===== config.mk =====
export PLATFORM = sky130hd
export DESIGN_NAME = uart_tx_shifter
export DESIGN_NICKNAME = d
export VERILOG_FILES = /design/src/rtl/uart_tx_shifter.sv
export SDC_FILE = /design/constraint.sdc
export NUM_CORES = 1
export LEC_CHECK = 0
export CELL_PAD_IN_SITES_DETAIL_PLACEMENT = 2
export CELL_PAD_IN_SITES_GLOBAL_PLACEMENT = 2
export CORE_ASPECT_RATIO = 0.7
export CORE_UTILIZATION = 25
export DETAILED_ROUTE_END_ITERATION = 8
export PLACE_DENSITY_LB_ADDON = 0.15
export SLEW_MARGIN = 20
export SYNTH_ARGS = -nofsm -noshare
export SYNTH_HDL_FRONTEND = slang
export SYNTH_SLANG_ARGS = --single-unit

===== constraint.sdc =====
create_clock -name clk -period 1.7 [get_ports clk]
set_input_delay 0.34 -clock clk [delete_from_list [all_inputs] [get_ports clk]]
set_output_delay 0.34 -clock clk [all_outputs]
set_load 0.03 [all_outputs]

===== src/rtl/uart_tx_shifter.sv =====
// UART transmit shifter: captures a byte on the upstream enable level and shifts it out LSB-first,
// paced by rising edges of the 9600 Hz baud square wave. It pulses charSent when the frame is done.
//
// state    | meaning
// IDLE     | line high, waiting for enable to capture data
// START    | start bit (tx low) until the first tick after capture
// DATA     | data bits, LSB first, one per tick
// PARITY   | optional parity bit
// STOP     | stop bit(s); the last stop tick raises charSent
// WAIT_LOW | frame done, hold until enable drops so a held enable cannot retransmit
module uart_tx_shifter #(
    parameter int DATA_BITS  = 8,
    parameter int PARITY_EN  = 0,
    parameter int PARITY_ODD = 0,
    parameter int STOP_BITS  = 1
) (
    input  logic                 clk,
    input  logic                 reset,
    input  logic                 enable,
    input  logic                 clk9600,
    input  logic [DATA_BITS-1:0] data,
    output logic                 tx,
    output logic                 charSent,
    output logic                 busy
);

    localparam int CNT_W = $clog2(DATA_BITS) + 1;

    localparam logic [2:0] IDLE     = 3'd0;
    localparam logic [2:0] START    = 3'd1;
    localparam logic [2:0] DATA     = 3'd2;
    localparam logic [2:0] PARITY   = 3'd3;
    localparam logic [2:0] STOP     = 3'd4;
    localparam logic [2:0] WAIT_LOW = 3'd5;

    localparam logic [CNT_W-1:0] LAST_BIT  = CNT_W'(DATA_BITS - 1);
    localparam logic [1:0]       LAST_STOP = 2'(STOP_BITS - 1);

    logic [2:0]           state;
    logic                 clk9600Q;
    logic                 tick;
    logic [DATA_BITS-1:0] shiftReg;
    logic                 parityBit;
    logic [CNT_W-1:0]     bitCnt;
    logic [1:0]           stopCnt;

    assign tick = clk9600 & ~clk9600Q;

    always_ff @(posedge clk or negedge reset) begin
        if (!reset) begin
            state     <= IDLE;
            clk9600Q  <= 1'b0;
            shiftReg  <= '0;
            parityBit <= 1'b0;
            bitCnt    <= '0;
            stopCnt   <= '0;
            tx        <= 1'b1;
            charSent  <= 1'b0;
            busy      <= 1'b0;
        end else begin
            clk9600Q <= clk9600;
            charSent <= 1'b0;
            case (state)
                IDLE: begin
                    tx   <= 1'b1;
                    busy <= 1'b0;
                    // A tick landing on this capture cycle is deliberately ignored.
                    if (enable) begin
                        shiftReg  <= data;
                        parityBit <= (^data) ^ (PARITY_ODD != 0);
                        bitCnt    <= '0;
                        stopCnt   <= '0;
                        tx        <= 1'b0;
                        busy      <= 1'b1;
                        state     <= START;
                    end
                end
                START: begin
                    if (tick) begin
                        tx    <= shiftReg[0];
                        state <= DATA;
                    end
                end
                DATA: begin
                    if (tick) begin
                        shiftReg <= shiftReg >> 1;
                        bitCnt   <= bitCnt + 1'b1;
                        if (bitCnt == LAST_BIT) begin
                            if (PARITY_EN != 0) begin
                                tx    <= parityBit;
                                state <= PARITY;
                            end else begin
                                tx    <= 1'b1;
                                state <= STOP;
                            end
                        end else begin
                            tx <= shiftReg[1];
                        end
                    end
                end
                PARITY: begin
                    if (tick) begin
                        tx    <= 1'b1;
                        state <= STOP;
                    end
                end
                STOP: begin
                    tx <= 1'b1;
                    if (tick) begin
                        if (stopCnt == LAST_STOP) begin
                            charSent <= 1'b1;
                            busy     <= 1'b0;
                            state    <= WAIT_LOW;
                        end else begin
                            stopCnt <= stopCnt + 1'b1;
                        end
                    end
                end
                WAIT_LOW: begin
                    tx <= 1'b1;
                    if (!enable) begin
                        state <= IDLE;
                    end
                end
                default: begin
                    tx    <= 1'b1;
                    busy  <= 1'b0;
                    state <= IDLE;
                end
            endcase
        end
    end

endmodule


==> impl_metrics.tcl, run 1 <==
set metrics [dict create \
    run_status "completed" \
    postCtsHoldBufs 0 \
    reg2reg_depth 5 \
    grt_pass1_wl_um 4926 \
    synthArstFlopShare_pct 100.0 \
    cts.path.max_buffers 2 \
    end_kind "register" \
    cts.clk_slew.worst_paths_ns 0.09 \
    r2r_end "state[0]" \
    finalClockSkew_ns 0.005205 \
    grt_pass1_vias 978 \
    reg2reg_slack_ns 0.10 \
    min_period_ns 1.623 \
    finalCritPeriodShare_pct 95.45 \
    cp_data_required_time_ns 1.85 \
    min_path_type "in2async" \
    hold_ws_ns 0.4149 \
    cts_tree "done" \
    wl_per_cell_um 15.37 \
    clkLatencyLatePin_ns 0.27 \
    swShare_pct 38.98 \
    seq_power_share_pct 39.2 \
    power.combinational.fraction_pct 44.4 \
    diodes 0 \
    layout.area.seq_sq_um 526.8 \
    clock_sinks 21 \
    die_w_um 80.83 \
    drt_iter0_drc 14 \
    place_area_sq_mm 0.001340 \
    ant_nets 0 \
    crit_type "in2reg" \
    synth_fp_nets 124 \
    power_switching_uw 829.1 \
    crit_fanout 3 \
    vdd_drop_max_mv 0.3613 \
    clkPwrFrac_pct 16.4 \
    multiInputGateArea_sq_um 499.2 \
    die_h_um 57.18 \
    synth_cells 110 \
    startpoint_type "primary input" \
    routabilityCongestion 0.7474 \
    syn2layout_area_growth_pct 28.19 \
    slew_violations 0 \
    drv_cap 0 \
    place_hpwl_um 2193 \
    slew-limit-headroom_pct 78.86 \
    drt_wl_total_um 2859 \
    nets 149 \
    port-buffer-count 14 \
    worstMarginPinSlew_ns 0.3165 \
    fillCellCount 454 \
    vias 880 \
    internal_power_uw 1298 \
    reg2reg_from "bitCnt[0]" \
    synth-seq-cells 21 \
    setup_ws_ns 0.07740 \
    cts_inserted_buffers 3 \
    grt_max_degree 22 \
    fmax_mhz 616.3 \
    setup_viol 0 \
    drcViolationCount 0 \
    antenna_found_initial 0 \
    place_inst 182 \
    post-route-cell-area_sq_mm 0.001394 \
    ys_types 31 \
    arrival_ns 1.78 \
    synth-seq-area-share_pct 48.45 \
    clockRootBuffer "clkbuf_8" \
    leakagePower_uw 0.0006200 \
    rsz0062_at_grt "no" \
    dr.pass1.iters 4 \
    io_pins 15 \
    ys_warn_count 0 \
    drive_above_1_share_pct 16.42 \
    ctsHtreeMaxLevel 1 \
    die_area_sq_mm 0.004621 \
    num_rows 19 \
    track_usage_pct 14.48 \
    core_area_sq_mm 0.004041 \
    start_util_pct 26.90 \
    hold_viol_final 0 \
    vias_per_cell 4.731 \
    synth_area_per_cell_sq_um 9.884 \
    syn_area_sq_mm 0.001087 \
    synth_edf_count 0 \
    stdcell_count 186 \
    ys.flop_type "dfrtp_1" \
    dpl_worst_slack_ns -0.2416 \
    power_density_mw_per_mm2 1526 \
    gr-total-overflow 0 \
]
==> per-layer routing <==
metal  vias up  global-route usage, %  part of all wire [%]
met5         -                      0                     0
li1        427                      -                     -
met4         0                  3.827                  0.94
met3         2                  3.840                   2.1
met1       444                  19.26                    50
met2         7                  23.29                    47
==> worst max-delay path by stage <==
| stage | from | end | slack [ns] | cells after the start |
|---|---|---|---|---|
| 3_5_place_dp | clk9600 | state[0] | -0.24 | 5 |
| 6_report | clk9600 | state[0] | 0.08 | 5 |
| 4_1_cts | busy | busy | 0.04 | 1 |
| 3_3_place_gp | clk9600 | state[0] | -0.19 | 5 |
| 5_1_grt | bitCnt[0] | state[0] | 0.03 | 5 |
| 2_1_floorplan | state[0] | state[0] | 0.12 | 6 |
==> flip-flops by register name, summed over array words and instances (netlist names) <==
name,cells
tx,1
busy,1
stopCnt,2
clk9600Q,1
shiftReg,8
state,3
charSent,1
bitCnt,4
==> area by class of cell <==
cell class	count	share of cell area, %
Clock buffer	3	2.962
Clock inverter	1	0.5386
Sequential cell	21	37.79
Multi-Input combinational cell	78	35.82
Timing Repair Buffer	27	17.15
Inverter	4	1.077
Tap cell	52	4.668
==> Yosys cell counts, drive strengths merged (2+ instances only) <==
master  count  area (sq um)
nor2        5         26.27
nand2      15         56.30
nand3       2         10.01
dfrtp      20         500.5
buf         7         50.05
mux2i      10         100.1
inv         4         15.01
nor3b       2         15.01
ha          2         25.02
o21ai      18         90.08
and3b       2         17.52
a21oi       4         20.02
nor2b       5         31.28
==> stage by stage <==
stage	TNS [ns]	utilization (%)	total power, uW
6_report	0	34.49	2127
5_1_grt	0	34.49	2312
3_5_place_dp	-1.339	33.16	1815
3_3_place_gp	-0.8709	33.16	1773
2_1_floorplan	0	-	1472
4_1_cts	0	34.33	2175
==> what timing repair did <==
item                                    in CTS  in global routing
setup buffers                                0                  0
pin swaps                                    0                  0
endpoints found under the setup margin       1                  2
gates resized for setup                      1                  3
==> cells by family (layout without fill, tap and decap cells) <==
group / after synthesis / after routing / share of synthesized area [%]
xor+xnor: 1 / 1 / 0.8057
flops: 21 / 21 / 48.45
compound gates: 27 / 27 / 13.81
simple gates: 37 / 37 / 18.07
fa+ha+maj: 2 / 2 / 2.301
buf+inv: 11 / 35 / 5.984
mux: 11 / 11 / 10.59
==> power by group through the flow <==
stage	logic (uW)	registers, uW	clock network (uW)
final	944	834	349
after detailed placement	973	842	0
after floorplan	646	826	0
after CTS	967	838	369
after global placement	943	830	0
after global routing	1060	866	390
==> cell usage in the layout, fill, tap and decap left out, drive strengths merged, types with 2 or more instances in the layout <==
cell           netlist  routed
a21oi                4       4
and3b                2       2
buf                  7      13
clkbuf               0       3
clkdlybuf4s50        0      12
dfrtp               20      20
ha                   2       2
inv                  4       4
mux2i               10      10
nand2               15      15
nand3                2       2
nor2                 5       5
nor2b                5       5
nor3b                2       2
o21ai               18      18
==> critical path: stages <==
cell             delay (ns)
clkdlybuf4s50_1        0.50
nor2b_2                0.16
mux2i_1                0.10
a221o_1                0.38
mux2_4                 0.30
No activity file was read; power rests on OpenSTA's default activity.
==> inputs of run 2 (changes only) <==
--- a/config.mk
+++ b/config.mk
@@ -8,6 +8,7 @@
 export CELL_PAD_IN_SITES_DETAIL_PLACEMENT = 2
 export CELL_PAD_IN_SITES_GLOBAL_PLACEMENT = 2
 export CORE_ASPECT_RATIO = 0.7
+export CORE_MARGIN = 8
 export CORE_UTILIZATION = 25
 export DETAILED_ROUTE_END_ITERATION = 8
 export PLACE_DENSITY_LB_ADDON = 0.15
==> run 2 against run 1 <==
Combinational power grew 3.9%. Die area is 46% higher. Via count grew 1.0%. Utilization is 1.5 points lower. Sequential power barely moved. Design area up 0.54%. Global-route usage down 4.7 points. Count of clock-buffer cells in the layout unchanged. Critical path type unchanged. Power is 1.3% higher.
==> impl_metrics.tcl, run 2 (same netlist as run 1, synthesis figures left out) <==
set metrics [dict create \
    cts_tree "done" \
    ant_nets 0 \
    leakagePower_uw 0.0006250 \
    path_cells "clkdlybuf4s50_1, nor2b_4, mux2i_1, a221o_1, mux2_4" \
    die_w_um 94.83 \
    clock_sinks 21 \
    grt_pass1_wl_um 5140 \
    drv_cap 0 \
    power_density_mw_per_mm2 1537 \
    diodes 0 \
    min_period_ns 1.643 \
    crit_fanout 3 \
    fillCellCount 479 \
    ctsHtreeMaxLevel 1 \
    syn2layout_area_growth_pct 28.88 \
    drive_above_1_share_pct 15.79 \
    place_inst 184 \
    largest_register_ffs 8 \
    nets 148 \
    place_hpwl_um 2266 \
    slew-limit-headroom_pct 78.10 \
    finalClockSkew_ns 0.001952 \
    core_area_sq_mm 0.004254 \
    dr.pass1.iters 3 \
    cp_data_required_time_ns 1.85 \
    slowest_stage "clkdlybuf4s50_1" \
    finalCritPeriodShare_pct 96.63 \
    cp_slowest_stage_delay_ns 0.50 \
    cts.clk_slew.worst_paths_ns 0.08 \
    stdcell_count 188 \
    gr-total-overflow 0 \
    drt_wl_total_um 2924 \
    hold_ws_ns 0.4199 \
    io_pins 15 \
    startpoint_type "primary input" \
    crit_type "in2reg" \
    clkLatencyLatePin_ns 0.26 \
    fin_util_pct 32.94 \
    setup_ws_ns 0.05734 \
    min_path_type "in2async" \
    die_area_sq_mm 0.006749 \
    vias 889 \
    grt_pass1_vias 1007 \
    end_kind "register" \
    arrival_ns 1.80 \
    clockRootBuffer "clkbuf_8" \
    setup_viol 0 \
    cts_inserted_buffers 3 \
    vdd_drop_max_mv 0.5813 \
    reg_top3 "shiftReg (8), bitCnt (4), state (3)" \
    cts.path.max_buffers 2 \
    antenna_found_initial 0 \
    drt_iter0_drc 35 \
    hold_viol_final 0 \
    final_common_cell "dfrtp_1" \
    wl_per_cell_um 15.55 \
    final_cell_mix "20 x dfrtp_1, 16 x o21ai_0, 15 x nand2_1" \
    die_h_um 71.18 \
    slew_violations 0 \
    vias_per_cell 4.729 \
    start_util_pct 25.56 \
    grt_max_degree 22 \
    worstMarginPinSlew_ns 0.3275 \
    drcViolationCount 0 \
    track_usage_pct 9.805 \
    routabilityCongestion 0.7817 \
    run_status "completed" \
    num_rows 20 \
    cts_setup_buffers 0 \
    port-buffer-count 14 \
    fmax_mhz 608.8 \
    regMostFlops "shiftReg" \
    dpl_worst_slack_ns -0.2458 \
]
run 2: cell count changes in the layout (fill, tap and decap cells not counted), sizes merged:
cell  delta
buf      -1
run 2: per-layer routing:
| metal | global-route usage [%] | part of all wire [%] | vias to the layer above |
|---|---|---|---|
| met2 | 13.54 | 44 | 10 |
| met5 | 0 | 0 | - |
| met3 | 3.488 | 3.5 | 5 |
| met1 | 13.83 | 52 | 447 |
| li1 | - | - | 427 |
| met4 | 2.586 | 0.96 | 0 |
run 2: metrics by stage:
stage	power [uW]	setup TNS, ns	cell area (sq um)
2_1_floorplan	1472	0	1087
3_3_place_gp	1784	-1.426	1336
3_5_place_dp	1836	-2.091	1336
4_1_cts	2191	0	1384
5_1_grt	2348	-0.006251	1401
6_report	2154	0	1401
run 2: cell type report:
type / count / area (sq um) / share of cell area [%]
Clock buffer: 3 / 41.29 / 2.946
Clock inverter: 1 / 7.507 / 0.5357
Inverter: 4 / 15.01 / 1.071
Multi-Input combinational cell: 78 / 510.5 / 36.43
Sequential cell: 21 / 526.8 / 37.59
Tap cell: 55 / 68.82 / 4.911
Timing Repair Buffer: 26 / 231.5 / 16.52
run 2: worst paths after layout:
kind | start | end | slack (ns) | cells past startpoint
worst max-delay path | clk9600 | state[0] | 0.06 | 5
worst min-delay path | reset | stopCnt[0] | 0.42 | 2
worst max register to register | bitCnt[0] | state[0] | 0.14 | 5
worst min register to register | shiftReg[2] | shiftReg[2] | 0.49 | 2
max in group asynchronous | reset | tx | 1.00 | 2
min in group clk | shiftReg[2] | shiftReg[2] | 0.49 | 2
run 2: timing repair:
| action | in CTS | in global routing |
|---|---|---|
| pin swaps | 0 | 0 |
| hold buffers | 0 | 0 |
| endpoints found under the setup margin | 1 | 6 |
| resized for setup | 1 | 5 |
run 2: power breakdown:
part	internal (uW)	switching, uW
sequential	685	146
combinational	457	524
clock	166	177
run 2: worst max-delay path, delay by kind of cell:
kind | cells | cell delay [ns]
buf+inv | 1 | 0.50
mux | 2 | 0.40
compound gates | 1 | 0.38
simple gates | 1 | 0.17
